### src/rtl/core_pkg.sv
// Shared core types: fetch-entry layout and the canonical NOP word.
package core_pkg;

  localparam int XLEN = 32;
  localparam logic [XLEN-1:0] NOP = 32'h0000_0013;

  typedef struct packed {
    logic [XLEN-1:0] inst;
    logic [XLEN-1:0] pc;
    logic            fault;
  } fetch_entry_t;

endpackage

### src/rtl/sync_fifo.sv
// Single-clock FIFO with synchronous clear and an occupancy count output.
module sync_fifo #(
  parameter int WIDTH = 32,
  parameter int DEPTH = 4
) (
  input  logic                   clk,
  input  logic                   reset_n,
  input  logic                   clear,
  input  logic                   push,
  input  logic [WIDTH-1:0]       wdata,
  input  logic                   pop,
  output logic [WIDTH-1:0]       rdata,
  output logic [$clog2(DEPTH):0] count
);

  localparam int AW = $clog2(DEPTH);
  localparam logic [AW:0] FULL = (AW+1)'(DEPTH);

  logic [WIDTH-1:0] mem [DEPTH];
  logic [AW-1:0]    wr_ptr;
  logic [AW-1:0]    rd_ptr;
  logic             do_push;
  logic             do_pop;

  assign do_push = push & (count != FULL) & ~clear;
  assign do_pop  = pop & (count != '0) & ~clear;

  always_ff @(posedge clk or negedge reset_n) begin
    if (!reset_n) begin
      wr_ptr <= '0;
      rd_ptr <= '0;
      count  <= '0;
    end else if (clear) begin
      wr_ptr <= '0;
      rd_ptr <= '0;
      count  <= '0;
    end else begin
      if (do_push) wr_ptr <= wr_ptr + AW'(1);
      if (do_pop)  rd_ptr <= rd_ptr + AW'(1);
      count <= count + (AW+1)'(do_push) - (AW+1)'(do_pop);
    end
  end

  // Storage carries no reset; consumers only look at it when count is non-zero.
  always_ff @(posedge clk) begin
    if (do_push) mem[wr_ptr] <= wdata;
  end

  assign rdata = mem[rd_ptr];

endmodule

### src/rtl/if_fetch_unit.sv
// Instruction fetch front end: credit-limited in-order memory reads feeding a
// decode FIFO, with redirect flush and misaligned-PC fault entries.
module if_fetch_unit
  import core_pkg::*;
#(
  parameter int               DEPTH    = 4,
  parameter logic [XLEN-1:0]  RESET_PC = 32'h0000_0000
) (
  input  logic            clk,
  input  logic            reset_n,
  input  logic [XLEN-1:0] pc_i,
  input  logic            pc_valid_i,
  output logic            stall_o,
  input  logic            flush_i,
  output logic            imem_req_valid_o,
  input  logic            imem_req_ready_i,
  output logic [XLEN-1:0] imem_req_addr_o,
  input  logic            imem_rsp_valid_i,
  input  logic [XLEN-1:0] imem_rsp_data_i,
  output logic            inst_valid_o,
  input  logic            inst_ready_i,
  output logic [XLEN-1:0] inst_o,
  output logic [XLEN-1:0] inst_pc_o,
  output logic            inst_fault_o
);

  localparam int CW = $clog2(DEPTH) + 1;
  localparam logic [CW:0] LIMIT = (CW+1)'(DEPTH);

  logic [CW-1:0]   outstanding;
  logic [CW-1:0]   drop;
  logic [CW-1:0]   fifo_count;
  logic [CW-1:0]   pend_count;
  logic [XLEN-1:0] pend_pc;
  fetch_entry_t    wr_entry;
  fetch_entry_t    head;
  logic            aligned;
  logic            credit;
  logic            req_fire;
  logic            rsp_write;
  logic            fault_write;
  logic            inst_pop;

  // A fault entry yields the FIFO write port to a returning response.
  always_comb begin
    aligned          = pc_i[1:0] == 2'b00;
    credit           = ({1'b0, outstanding} + {1'b0, fifo_count}) < LIMIT;
    imem_req_valid_o = pc_valid_i & credit & ~flush_i & aligned;
    req_fire         = imem_req_valid_o & imem_req_ready_i;
    rsp_write        = imem_rsp_valid_i & ~flush_i & (drop == '0);
    fault_write      = pc_valid_i & credit & ~flush_i & ~aligned & ~rsp_write;
    stall_o          = pc_valid_i & ~flush_i & ~(req_fire | fault_write);
    if (rsp_write) begin
      wr_entry = '{inst: imem_rsp_data_i, pc: pend_pc, fault: 1'b0};
    end else begin
      wr_entry = '{inst: NOP, pc: pc_i, fault: 1'b1};
    end
  end

  assign imem_req_addr_o = pc_i;
  assign inst_valid_o    = fifo_count != '0;
  assign inst_pop        = inst_valid_o & inst_ready_i;
  assign inst_o          = inst_valid_o ? head.inst : '0;
  assign inst_pc_o       = inst_valid_o ? head.pc : '0;
  assign inst_fault_o    = inst_valid_o & head.fault;

  // On a redirect every still-in-flight request becomes a response to discard.
  always_ff @(posedge clk or negedge reset_n) begin
    if (!reset_n) begin
      outstanding <= '0;
      drop        <= '0;
    end else begin
      outstanding <= outstanding + CW'(req_fire) - CW'(imem_rsp_valid_i);
      if (flush_i) begin
        drop <= outstanding - CW'(imem_rsp_valid_i);
      end else if (imem_rsp_valid_i && drop != '0) begin
        drop <= drop - CW'(1);
      end
    end
  end

  sync_fifo #(
    .WIDTH ($bits(fetch_entry_t)),
    .DEPTH (DEPTH)
  ) u_inst_fifo (
    .clk     (clk),
    .reset_n (reset_n),
    .clear   (flush_i),
    .push    (rsp_write | fault_write),
    .wdata   (wr_entry),
    .pop     (inst_pop),
    .rdata   (head),
    .count   (fifo_count)
  );

  sync_fifo #(
    .WIDTH (XLEN),
    .DEPTH (DEPTH)
  ) u_pend_fifo (
    .clk     (clk),
    .reset_n (reset_n),
    .clear   (flush_i),
    .push    (req_fire),
    .wdata   (pc_i),
    .pop     (rsp_write),
    .rdata   (pend_pc),
    .count   (pend_count)
  );

  rsp_needs_outstanding: assert property (@(posedge clk) disable iff (!reset_n)
    imem_rsp_valid_i |-> outstanding != '0);

  pend_tracks_live_requests: assert property (@(posedge clk) disable iff (!reset_n)
    pend_count == outstanding - drop);

  reset_pc_word_aligned: assert property (@(posedge clk) RESET_PC[1:0] == 2'b00);

endmodule

### config.mk
export PLATFORM = sky130hd
export DESIGN_NAME = if_fetch_unit
export DESIGN_NICKNAME = d
export VERILOG_FILES = /design/src/rtl/core_pkg.sv /design/src/rtl/sync_fifo.sv /design/src/rtl/if_fetch_unit.sv
export SDC_FILE = /design/constraint.sdc
export NUM_CORES = 1
export LEC_CHECK = 0
export BUFFER_PORTS_ARGS = -buffer_cell sky130_fd_sc_hd__clkbuf_2
export CAP_MARGIN = 25
export CORE_ASPECT_RATIO = 2
export CORE_MARGIN = 5
export CORE_UTILIZATION = 30
export CTS_BUF_LIST = sky130_fd_sc_hd__clkbuf_4
export CTS_CLUSTER_SIZE = 16
export DETAILED_ROUTE_END_ITERATION = 8
export SLEW_MARGIN = 20
export SYNTH_ARGS = -nofsm -noshare
export SYNTH_HDL_FRONTEND = slang
export SYNTH_HIERARCHICAL = 1
export SYNTH_SLANG_ARGS = --single-unit
### constraint.sdc
create_clock -name clk -period 7.7 [get_ports clk]
set_clock_uncertainty 0.2 [all_clocks]
set_input_delay 0.77 -clock clk [delete_from_list [all_inputs] [get_ports clk]]
set_output_delay 0.77 -clock clk [all_outputs]
set_load 0.01 [all_outputs]
# --- After elaboration in Yosys (flattened, before gate mapping) ---
# Memories as Yosys holds them, arrays and structs flattened.
# Cells that the tools add are included.
# W data, S select, Z words.
op_classes:
  eq_ne: 2
  mux: 19
  bitwise_logic: 26
  addsub: 13
  reduce_logical: 11
  order_cmp: 1
op_table:
  columns: ["cell", "count"]
  rows:
  - ["$mux W65", 1]
  - ["$mux W32", 2]
  - ["$and A1 B1 Y1", 20]
  - ["$mux W2", 8]
  - ["$mux W3", 4]
  - ["$sub A3 B1 Y3", 4]
  - ["$reduce_bool A2 Y1", 5]
  - ["$add A3 B1 Y3", 3]
  - ["$reduce_bool A3 Y1", 3]
  - ["$add A2 B1 Y2 const B", 4]
  - ["$ne A3 B3 Y1 const B", 2]
  - ["$add A3 B3 Y4", 1]
  - ["$lt A4 B3 Y1 const B", 1]
  - ["$mux W1", 4]
  - ["$not A1 Y1", 4]
  - ["$logic_not A3 Y1", 1]
  - ["$sub A3 B1 Y3 const B", 1]
  - ["$logic_not A2 Y1", 1]
  - ["$or A1 B1 Y1", 2]
  - ["$logic_and A1 B1 Y1", 1]
word_totals:
  mem_count: 2
  input_bits: 71
  ramBits: 388
  ff_bits: 20
  output_inout_bits: 100
  wordCells: 82
memory_table:
  columns: ["memory", "words", "word_bits", "rd", "rd_ports_with_merged_regs", "wr", "line_no", "source"]
  rows:
  - ["u_inst_fifo.mem", 4, 65, 1, 0, 1, "sync_fifo.sv:19", "logic [WIDTH-1:0] mem [DEPTH];"]
  - ["u_pend_fifo.mem", 4, 32, 1, 0, 1, "sync_fifo.sv:19", null]

# --- Longest topological paths before layout ---
depth:
  ltp_word: 12
  mapped_depth: 18
  ltp_nobuf: 16

# --- Modules after synthesis ---
# Netlist, hierarchy kept.
by_module_without_submodules:
  columns: ["module", "seq_area_each_um2", "area_per_inst_um2", "cells_each", "n_inst"]
  rows:
  - ["sync_fifo (u_inst_fifo)", 7982.7, 9875.7, 387, 1]
  - ["sync_fifo (u_pend_fifo)", 4018.9, 5127.4, 214, 1]
  - ["if_fetch_unit", 150.1, 1833.0, 230, 1]

# --- Worst setup path after synthesis ---
# OpenSTA, ideal clock, no wires.
synth_timing:
  path_kind: "input -> register"
  startpoint: "input port flush_i"
  endpoint: "memory u_inst_fifo/mem[0][0] (netlist name) (enable)"
  required_time_ps: 7070
  arrival_time_ps: 3464
  cell_stages: 8
  slack_ps: 3606
  setup_time_ps: 430
  n_path_buf: 2
  cell_sequence: "and4bb_4 buf_6 buf_4 inv_1 o21ai_0 inv_1 a211oi_1 and2_1"
synth_via:
  elab_chain_cells: 10
  elab_cells_between_ends: 12
  classes_between: "mux: 2; bitwise: 10"
synth_rtl:
  columns: ["item", "line_no", "source"]
  rows:
  - ["from (decl)", "if_fetch_unit.sv:14", "input logic flush_i,"]
  - ["$not A1 Y1 (*)", "if_fetch_unit.sv:50", "rsp_write = imem_rsp_valid_i & ~flush_i & (drop == '0);"]
  - ["$and A1 B1 Y1 (*) (2 in a row)", "if_fetch_unit.sv:50", null]
  - ["via rsp_write", "if_fetch_unit.sv:40", "logic rsp_write;"]
  - ["$not A1 Y1", "if_fetch_unit.sv:51", "fault_write = pc_valid_i & credit & ~flush_i & ~aligned & ~rsp_write;"]
  - ["$and A1 B1 Y1", "if_fetch_unit.sv:51", null]
  - ["$or A1 B1 Y1 (*)", "if_fetch_unit.sv:89", ".push (rsp_write | fault_write),"]
  - ["$and A1 B1 Y1 (*) (2 in a row)", "sync_fifo.sv:25", "assign do_push = push & (count != FULL) & ~clear;"]
  - ["$mux W1 (*)", "sync_fifo.sv:46", "if (do_push) mem[wr_ptr] <= wdata;"]
  - ["$mux W1 (implied by the code) (*)", "sync_fifo.sv:46", null]
  - ["to (decl)", "sync_fifo.sv:19", null]
# Mark *: on every way through the listed nets, which the timed path passes. The rest lies on a longest branch.

==> impl_results.md <==
* Result of the run: complete, no violations
* Synthesized instance count at 831
* Count of cell types in the netlist at 38
* Total congestion overflow at 0
* Port-buffer cells at 170
* Post-synthesis instance area at 0.0168 mm²
* Net count reported at finish at 1146
* Cells traversed along the worst timing path: buf_4, mux4_2, and2_1, clkbuf_2
* Synth Warn # at 6
* Number of core rows at 123
* H-tree levels at 3
* Capturing element type of the critical path: output port
* Fraction of the cycle the final worst path needs at 55.9%
* I/O pin cnt at 171
* Number of setup violations in the final report at 0
* Max FO, Critical Path at 39
* Post-synthesis sequential element count at 408
* Number of filler instances in the final layout at 5387
* Met2 wire length at 20500 µm
* Via count at 8301
* Max-slew headroom at 32.2%
* Placeable core region at 0.0560 mm²
* Post-route worst hold slack at 0.111 ns
* Met1 routed wirelength after detailed routing at 13400 µm
* Data required time of the worst path at 6.73 ns
* Post-route standard cell area excluding fillers at 0.0196 mm²
* Routed length per placed instance at 19.7 µm
* Met3 wire len at 1650 µm
* Longest Clk Path Bufs at 3
* CTS tree: yes
* Area Growth Syn to Fin at 16.5%
* Top metal layer carrying routed signals: met4
* Critical Path Slowest Stage Cell: sky130_fd_sc_hd__dfrtp_4
* Post-synthesis sequential area ratio at 72.2%
* Number of global-route vias before repair at 9263
* Number of antenna violations at the first check in global routing at 2
* Ratio of cells with drive above 1 in the final layout at 41.0%
* Unrepaired setup endpoints after global routing: no
* Initial DRC count at 359
* Post-cts sizing count at 0
* Final critical delay including setup and external delays at 4.31 ns
* Antenna Nets Post-Route at 0
* Post-CTS Setup Bufs at 0
* Die Span Y at 345 µm
* Aggregate global-route resource usage at 12.2%
* Final number of hold-violating endpoints at 0
* Worst Setup Path Type: reg -> out
* Routed WL at 36800 µm
* CTS Sinks at 408
* Syn Area/Cell at 20.3 µm²
* Max-capacitance violation count at 0
* Clock transition at the registers of the reported paths at 0.07 ns
* Detailed-router iteration count before antenna repair at 5
* Die X at 178 µm
* Max Transition Viols Final at 0
* Mapped Nets at 925
* Number of hold-repair buffers added at the cts stage at 22
* Vias per Instance at 4.44
* DRC violation count after routing at 0
* Leakage Power at 6.85 nW
* Worst Hold Class: in -> reg
* Maximum ir drop on the vdd rail at 92.5 µV
* Total negative slack for setup checks at 0 ns
* Arrival time worst endpoint at 3.34 ns
* Pwr Density at 231 mW/mm²
* Worst slew pin tran at 1.02 ns
* Slowest cell delay on critical path at 0.80 ns
* First-pass GRT wire length at 56000 µm
* Placed Instance Area at 0.0182 mm²
* Worst-Skew Late Latency at 0.75 ns
* Pin count of the biggest net entering global routing at 68
* Die ar. at 0.0612 mm²
* Kind of start point of the critical path: flop
* Max Freq at 232 MHz
* Initial core utilization at 30.1%
* Final GP Congestion at 0.688
* Clk root buf: sky130_fd_sc_hd__clkbuf_4
* Detailed Place HPWL at 23900 µm
* TritonCTS Buffers at 88
critical path, delay by kind of cell, from the launching register on:
family                 cells  cell delay (ns)
buffers and inverters      2             0.88
flip-flops                 1             0.80
multiplexers               1             0.67
AND/OR/NAND/NOR            1             0.17
cells in the mapped netlist:
cell type | instances | area, µm²
sky130_fd_sc_hd__mux4_1 | 4 | 105
sky130_fd_sc_hd__o31ai_1 | 3 | 22.5
sky130_fd_sc_hd__o311ai_0 | 2 | 17.5
sky130_fd_sc_hd__and3_1 | 4 | 25.0
sky130_fd_sc_hd__a21oi_1 | 5 | 25.0
sky130_fd_sc_hd__nor4bb_1 | 1 | 10.0
sky130_fd_sc_hd__inv_1 | 19 | 71.3
sky130_fd_sc_hd__nor2_1 | 17 | 63.8
sky130_fd_sc_hd__a21boi_0 | 2 | 15.0
sky130_fd_sc_hd__mux4_2 | 93 | 2090
sky130_fd_sc_hd__and2b_1 | 1 | 7.51
sky130_fd_sc_hd__nand3_1 | 3 | 15.0
sky130_fd_sc_hd__dfrtp_1 | 20 | 500
sky130_fd_sc_hd__edfxtp_1 | 388 | 11700
sky130_fd_sc_hd__buf_12 | 7 | 140
sky130_fd_sc_hd__mux2i_1 | 2 | 20.0
sky130_fd_sc_hd__ha_1 | 20 | 250
sky130_fd_sc_hd__clkbuf_2 | 4 | 20.0
sky130_fd_sc_hd__o31a_1 | 2 | 17.5
sky130_fd_sc_hd__nor3_1 | 5 | 25.0
sky130_fd_sc_hd__and4bb_4 | 1 | 16.3
sky130_fd_sc_hd__or2b_1 | 1 | 7.51
sky130_fd_sc_hd__a211oi_1 | 1 | 7.51
sky130_fd_sc_hd__or3_4 | 1 | 11.3
sky130_fd_sc_hd__nand2_1 | 1 | 3.75
sky130_fd_sc_hd__fa_1 | 3 | 60.1
sky130_fd_sc_hd__mux2_2 | 34 | 383
sky130_fd_sc_hd__buf_6 | 7 | 78.8
sky130_fd_sc_hd__buf_2 | 9 | 45.0
sky130_fd_sc_hd__nand2b_1 | 9 | 56.3
sky130_fd_sc_hd__buf_4 | 36 | 270
sky130_fd_sc_hd__xor2_1 | 6 | 52.6
sky130_fd_sc_hd__nor2b_1 | 2 | 12.5
sky130_fd_sc_hd__and2_1 | 104 | 651
sky130_fd_sc_hd__clkbuf_1 | 8 | 30.0
sky130_fd_sc_hd__o21ai_0 | 1 | 5.00
sky130_fd_sc_hd__xnor2_1 | 4 | 35.0
sky130_fd_sc_hd__nor2b_4 | 1 | 13.8
cell usage in the layout (no fill, tap or decap), types with 6 or more instances in the layout:
cell,netlist,routed
sky130_fd_sc_hd__xor2_1,6,6
sky130_fd_sc_hd__ha_1,20,20
sky130_fd_sc_hd__edfxtp_1,388,388
sky130_fd_sc_hd__nand2b_1,9,9
sky130_fd_sc_hd__inv_1,19,19
sky130_fd_sc_hd__mux4_2,93,93
sky130_fd_sc_hd__dlygate4sd3_1,0,22
sky130_fd_sc_hd__dfrtp_1,20,16
sky130_fd_sc_hd__clkinv_2,0,7
sky130_fd_sc_hd__nor2_1,17,17
sky130_fd_sc_hd__clkbuf_2,4,170
sky130_fd_sc_hd__mux2_2,34,34
sky130_fd_sc_hd__clkbuf_4,0,121
sky130_fd_sc_hd__and2_1,104,96
sky130_fd_sc_hd__clkinv_1,0,19
worst paths after layout:
path,start,cells past startpoint,slack [ns],end
min,pc_i[7],1,0.11,u_pend_fifo/mem[3][7]
min reg2reg,outstanding[0],1,0.34,outstanding[0]
max,u_inst_fifo/rd_ptr[0],4,3.39,inst_pc_o[30]
max in group asynchronous,reset_n,2,6.53,u_inst_fifo/rd_ptr[0]
min in group asynchronous,reset_n,2,0.33,u_pend_fifo/wr_ptr[0]
max reg2reg,drop[0],16,3.84,u_inst_fifo/count[2]
metal layers:
layer | vias up | global-route usage, %
met5 | - | 0
met4 | 0 | 5.93
met3 | 69 | 2.53
met2 | 227 | 22.4
met1 | 4258 | 13.0
li1 | 3747 | -
area by class of cell:
| class | count | area (µm²) | share of cell area, % |
|---|---|---|---|
| diodes | 2 | 5.00 | 0.0255 |
| clock buffers | 121 | 908 | 4.63 |
| clock inverters | 34 | 229 | 1.17 |
| inverters | 19 | 71.3 | 0.364 |
| multi-input cells | 333 | 4040 | 20.6 |
| flip-flops and latches | 408 | 12200 | 62.0 |
| well taps | 750 | 938 | 4.78 |
| repair buffers | 202 | 1260 | 6.40 |
sequential cells by signal (all words and copies together), names as in the netlist, 3 cells and up:
register           flops
u_pend_fifo/count      3
outstanding            3
u_pend_fifo/mem      128
u_inst_fifo/count      3
u_inst_fifo/mem      260
drop                   3
report_power, final:
| group | internal [mW] | total (mW) | switching, mW |
|---|---|---|---|
| Clock | 0.836 | 1.65 | 0.815 |
| Combinational | 0.151 | 0.362 | 0.211 |
| Sequential | 2.49 | 2.52 | 0.0261 |
through the flow:
step	worst slack [ns]	cells	power (mW)	util [%]
5_1_grt	3.06	1868	4.76	35.0
3_5_place_dp	3.16	1689	2.93	32.5
4_1_cts	3.15	1866	4.62	35.0
6_report	3.39	1869	4.53	35.0
2_1_floorplan	3.61	831	2.79	-
3_3_place_gp	3.20	1683	2.91	32.3
logic make-up (layout without fill, tap and decap cells):
| kind of cell | after synthesis | after routing | synth area share (%) |
|---|---|---|---|
| AOI/OAI and AO/OA | 16 | 16 | 0.654 |
| and+or+nand+nor | 151 | 151 | 5.45 |
| DFF | 408 | 408 | 72.2 |
| other | 0 | 2 | 0 |
| buffers and inverters | 90 | 376 | 3.89 |
| adders and majority gates | 23 | 23 | 1.84 |
| muxes | 133 | 133 | 15.5 |
| xor gates and xnor gates | 10 | 10 | 0.520 |
No activity file was read; power rests on OpenSTA's default activity.
